File: src/rtl/washing_pkg.sv
// rtl/washing_pkg.sv - shared types and defaults for the laundry inlet arbiter
package washing_pkg;

  typedef enum logic [1:0] {
    ARB_IDLE   = 2'd0,
    ARB_GRANT  = 2'd1,
    ARB_SETTLE = 2'd2
  } arb_state_t;

  localparam int DEF_MAX_FILL = 64;
  localparam int DEF_SETTLE   = 2;

endpackage

File: src/rtl/rr_priority_pick.sv
// rtl/rr_priority_pick.sv - combinational round-robin pick: first set req bit at or after ptr
module rr_priority_pick #(
  parameter int N  = 4,
  parameter int IW = $clog2(N)
) (
  input  logic [N-1:0]  req,
  input  logic [IW-1:0] ptr,
  output logic [N-1:0]  pick,
  output logic [IW-1:0] index,
  output logic          valid
);

  logic [N-1:0] rotated;
  logic [IW-1:0] enc;
  logic [IW:0]   sum;
  logic          hit;

  always_comb begin
    rotated = '0;
    for (int i = 0; i < N; i++) begin
      rotated[i] = req[(i + int'(ptr)) % N];
    end

    enc = '0;
    hit = 1'b0;
    for (int i = 0; i < N; i++) begin
      if (!hit && rotated[i]) begin
        enc = IW'(i);
        hit = 1'b1;
      end
    end

    // Undo the rotation: encoded offset is relative to ptr.
    sum = {1'b0, enc} + {1'b0, ptr};
    if (sum >= (IW+1)'(N)) begin
      sum = sum - (IW+1)'(N);
    end

    index = sum[IW-1:0];
    valid = hit;
    pick  = hit ? (N'(1) << index) : '0;
  end

endmodule

File: src/rtl/water_supply_arbiter.sv
// rtl/water_supply_arbiter.sv - round-robin sharing of one mains inlet among N washing machines
module water_supply_arbiter #(
  parameter int N_MACH   = 4,
  parameter int MAX_FILL = washing_pkg::DEF_MAX_FILL,
  parameter int SETTLE   = washing_pkg::DEF_SETTLE
) (
  input  logic                      clk,
  input  logic                      rst_n,
  input  logic [N_MACH-1:0]         fill_req,
  input  logic [N_MACH-1:0]         level_full,
  input  logic [N_MACH-1:0]         fault_clr,
  output logic [N_MACH-1:0]         grant,
  output logic [$clog2(N_MACH)-1:0] grant_id,
  output logic                      supply_valve_on,
  output logic [N_MACH-1:0]         fault,
  output logic                      busy
);
  import washing_pkg::*;

  localparam int IW = $clog2(N_MACH);
  localparam int TW = $clog2(MAX_FILL);
  localparam int SW = $clog2(SETTLE + 1);

  arb_state_t        state;
  logic [IW-1:0]     rr_ptr;
  logic [TW-1:0]     timer;
  logic [SW-1:0]     settle_cnt;

  logic [N_MACH-1:0] elig;
  logic [N_MACH-1:0] pick;
  logic [IW-1:0]     pick_id;
  logic              pick_valid;

  logic              at_full;
  logic              withdrawn;
  logic              timed_out;
  logic              grant_end;
  logic [N_MACH-1:0] fault_set;

  assign elig = fill_req & ~level_full & ~fault;

  rr_priority_pick #(
    .N  (N_MACH),
    .IW (IW)
  ) u_pick (
    .req   (elig),
    .ptr   (rr_ptr),
    .pick  (pick),
    .index (pick_id),
    .valid (pick_valid)
  );

  // Exit causes in priority order; only a pure timeout raises a fault.
  always_comb begin
    at_full   = level_full[grant_id];
    withdrawn = !fill_req[grant_id];
    timed_out = (timer == TW'(MAX_FILL - 1));
    grant_end = (state == ARB_GRANT) && (at_full || withdrawn || timed_out);
    fault_set = '0;
    if ((state == ARB_GRANT) && !at_full && !withdrawn && timed_out) begin
      fault_set = grant;
    end
  end

  always_ff @(posedge clk or negedge rst_n) begin
    if (!rst_n) begin
      state      <= ARB_IDLE;
      grant      <= '0;
      grant_id   <= '0;
      rr_ptr     <= '0;
      timer      <= '0;
      settle_cnt <= '0;
      fault      <= '0;
    end else begin
      // A set in the same cycle as a clear wins.
      fault <= (fault & ~fault_clr) | fault_set;

      case (state)
        ARB_IDLE: begin
          if (pick_valid) begin
            grant    <= pick;
            grant_id <= pick_id;
            timer    <= '0;
            state    <= ARB_GRANT;
          end
        end
        ARB_GRANT: begin
          if (grant_end) begin
            grant      <= '0;
            grant_id   <= '0;
            rr_ptr     <= (grant_id == IW'(N_MACH - 1)) ? '0 : grant_id + IW'(1);
            settle_cnt <= '0;
            state      <= ARB_SETTLE;
          end else if (timer != TW'(MAX_FILL - 1)) begin
            timer <= timer + TW'(1);
          end
        end
        ARB_SETTLE: begin
          if (settle_cnt == SW'(SETTLE - 1)) begin
            state <= ARB_IDLE;
          end else begin
            settle_cnt <= settle_cnt + SW'(1);
          end
        end
        default: state <= ARB_IDLE;
      endcase
    end
  end

  assign supply_valve_on = |grant;
  assign busy            = (state != ARB_IDLE);

endmodule

File: config.mk
export PLATFORM = sky130hd
export DESIGN_NAME = water_supply_arbiter
export DESIGN_NICKNAME = d
export VERILOG_FILES = /design/src/rtl/washing_pkg.sv /design/src/rtl/rr_priority_pick.sv /design/src/rtl/water_supply_arbiter.sv
export SDC_FILE = /design/constraint.sdc
export NUM_CORES = 1
export LEC_CHECK = 0
export BUFFER_PORTS_ARGS = -buffer_cell sky130_fd_sc_hd__buf_2
export CORE_ASPECT_RATIO = 1.75
export CORE_UTILIZATION = 30
export DETAILED_ROUTE_END_ITERATION = 7
export PLACE_DENSITY = 0.57
export RECOVER_POWER = 50
export SKIP_LAST_GASP = 1
export SLEW_MARGIN = 10
export SYNTH_ARGS = -nofsm -noshare
export SYNTH_HDL_FRONTEND = slang
export SYNTH_SLANG_ARGS = --single-unit
export TNS_END_PERCENT = 1
File: constraint.sdc
create_clock -name clk -period 2.8 [get_ports clk]
set_input_delay 0.14 -clock clk [delete_from_list [all_inputs] [get_ports clk]]
set_output_delay 0.14 -clock clk [all_outputs]
set_load 0.01 [all_outputs]
==> results.md <==
- Slew Limit Headroom: 17.54%
- EDFF count, synth: 0
- Vias per inst: 5.174
- Final setup viols: 0
- First-pass iteration count of the detailed router: 4
- Port bufs: 25
- Pins Over Slew Limit: 0
- Post-DP HPWL: 2372 um
- Core area: 4111 um2
- Die Y: 88.54 um
- Filler cells: 436
- Fin worst setup slack: 517.9 ps
- Gr ovfl total: 0
- Worst slew pin tran: 1237 ps
- I/O pin cnt: 26
- Clock Skew: 3.153 ps
- Hold Vio Cnt, Final: 0
- Drt wl/cell: 14.79 um
- Avg Cell Area, Syn: 10.27 um2
- Cells after DPL: 197
- Reg clk slew, reported paths: 70 ps
- H-tree depth: 1
- Initial Utilization: 31.22%
- Worst setup SP type: flop
- Min Hold Slack: 51.74 ps
- Cell Area, Synth: 1284 um2
- Sequential share of the synthesized area: 42.88%
- Synth warn: 0
- Syn Nets: 143
- Vias in the first global route: 1061
- Diode count: 0
- Initial antenna violation count: 0
- FFs w/ async S/R, synth: 100.0%
- Period minus WS final: 2282 ps
- Largest net degree at the start of global routing: 23
- CTS Buffer Depth: 2
- Post-CTS Resized: 0
- CP required: 2950 ps
- Die width: 51.45 um
- Status: finished, final reports clean
- Mapped Cells: 125
- Layout area overhead: 16.37%
- Pwr per Cell Area: 864.4 nW/um2
- Setup TNS: 0 ps
- Main flop type after synthesis: dfrtp_1
- Synth Register Bits: 22
- Worst min-delay path class: input port to flop
- Clock sinks: 22
- Total vias in the final route: 1040
- CP max FO: 7
- Cts bufs inserted: 3
- Clk root buf: clkbuf_8
- Post-DRT Antenna Nets: 0
- Layout net count: 172
- Setup WS pre-CTS: 541.7 ps
- Post-synthesis cell type count: 42
- Max Cap Violations: 0
- First-pass GRT wire length: 4740 um
- Max frequency: 438.2 MHz
- Final wirelength: 2973 um
- CP Class: flop to flop
- Layout cells sized above 1: 25.66%
- RSZ-0062 raised after global routing: false
- Critical path data arrival time: 2430 ps
- Core Rows: 31
- # DRC: 0
- TritonCTS clock tree: built
- Initial DRC count: 32
- Gr usage total: 14.08%
- Final cell count without fillers: 201
- Tcrit/Tclk final: 81.50%
- Peak supply drop: 0.3048 mV
- Worst setup EP type: flop
- Routability congestion estimate from global placement: 0.8350
- Die Area: 4555 um2
- Clk_lat worst skew: 250 ps
- LEAKAGE: 0.6601 nW
cells by family after synthesis:
family	synth area share (%)
AOI/OAI and AO/OA	15.11
and+or+nand+nor	26.51
xor gates and xnor gates	4.679
DFF	42.89
buffers and inverters	3.509
muxes	3.411
adders and majority gates	3.899
stage by stage:
| step | util, % | power, mW | cell area, um2 |
|---|---|---|---|
| floorplan | - | 0.9577 | 1284 |
| finish | 36.34 | 1.291 | 1494 |
| detailed placement | 35.30 | 1.116 | 1451 |
| global route | 36.34 | 1.402 | 1494 |
| CTS | 36.55 | 1.312 | 1503 |
| global placement | 35.30 | 1.096 | 1451 |
area by class of cell:
| cell class | instances | area (um2) | area share, % |
|---|---|---|---|
| Tap cell | 49 | 61.31 | 4.104 |
| Clock buffer | 3 | 41.29 | 2.764 |
| Multi-Input combinational cell | 94 | 688.2 | 46.06 |
| Inverter | 7 | 26.28 | 1.759 |
| Timing Repair Buffer | 26 | 126.4 | 8.459 |
| Sequential cell | 22 | 550.5 | 36.85 |
per-layer routing:
metal	up-vias	GRT usage, %	routed length (um)
li1	502	-	-
met1	497	13.80	1088
met2	33	27.15	1671
met3	8	1.203	101
met4	0	8.845	111
met5	-	0	0
placed cells by master (no fill, tap or decap), types with 3 or more instances in the layout:
| cell | n |
|---|---|
| nand2b_1 | 7 |
| nand2_1 | 13 |
| inv_1 | 7 |
| buf_2 | 18 |
| xor2_1 | 5 |
| nor2_1 | 11 |
| nand4_1 | 3 |
| ha_1 | 4 |
| o21ai_0 | 10 |
| clkbuf_8 | 3 |
| clkbuf_1 | 7 |
| dfrtp_1 | 22 |
registers in the layout, summed over array words and instances, names as in the netlist:
register,flops
fault,4
rr_ptr,2
grant_id,2
timer,6
settle_cnt,2
state,2
grant,4
Yosys cell counts, drive strengths merged, types with 3 or more instances:
cell | number | area, um2
nand2 | 13 | 48.80
o21ai | 10 | 50.05
dfrtp | 22 | 550.5
nor2 | 14 | 70.07
nand4 | 3 | 18.77
inv | 7 | 26.28
nor3 | 3 | 20.02
xor2 | 5 | 43.79
nand2b | 7 | 43.79
o22ai | 3 | 25.02
nor3b | 5 | 70.07
ha | 4 | 50.05
worst max-delay path, stage by stage, from the launching register on:
cell     delay, ps
dfrtp_1        430
nor3b_4        380
nor2_1         130
nor3_1         210
a21oi_1         80
o21ai_0         90
ha_1           180
xor2_1         250
xnor2_2        140
a32o_2         280
worst paths after layout:
check / depth (start not counted) / to / startpoint / slack, ps
min reg2reg: 1 / settle_cnt[0] / settle_cnt[0] / 510
max in group asynchronous: 2 / grant[3] / rst_n / 1400
max: 9 / grant[1] / fault[0] / 520
max reg2reg: 9 / grant[1] / fault[0] / 520
min: 2 / fault[2] / fault_clr[2] / 50
min in group asynchronous: 2 / rr_ptr[1] / rst_n / 660
report_power, final:
| part | switching [mW] | internal, mW | leakage (nW) |
|---|---|---|---|
| logic | 0.329 | 0.264 | 0.346 |
| clock network | 0.0928 | 0.0957 | 0.0216 |
| registers | 0.107 | 0.403 | 0.293 |
| total | 0.529 | 0.763 | 0.660 |
repair_timing:
action | 4_1_cts | 5_1_grt
setup buffers | 0 | 0
hold endpoints to repair | 22 | 0
hold buffers | 1 | 0
Power figures use the tool's default switching activity.
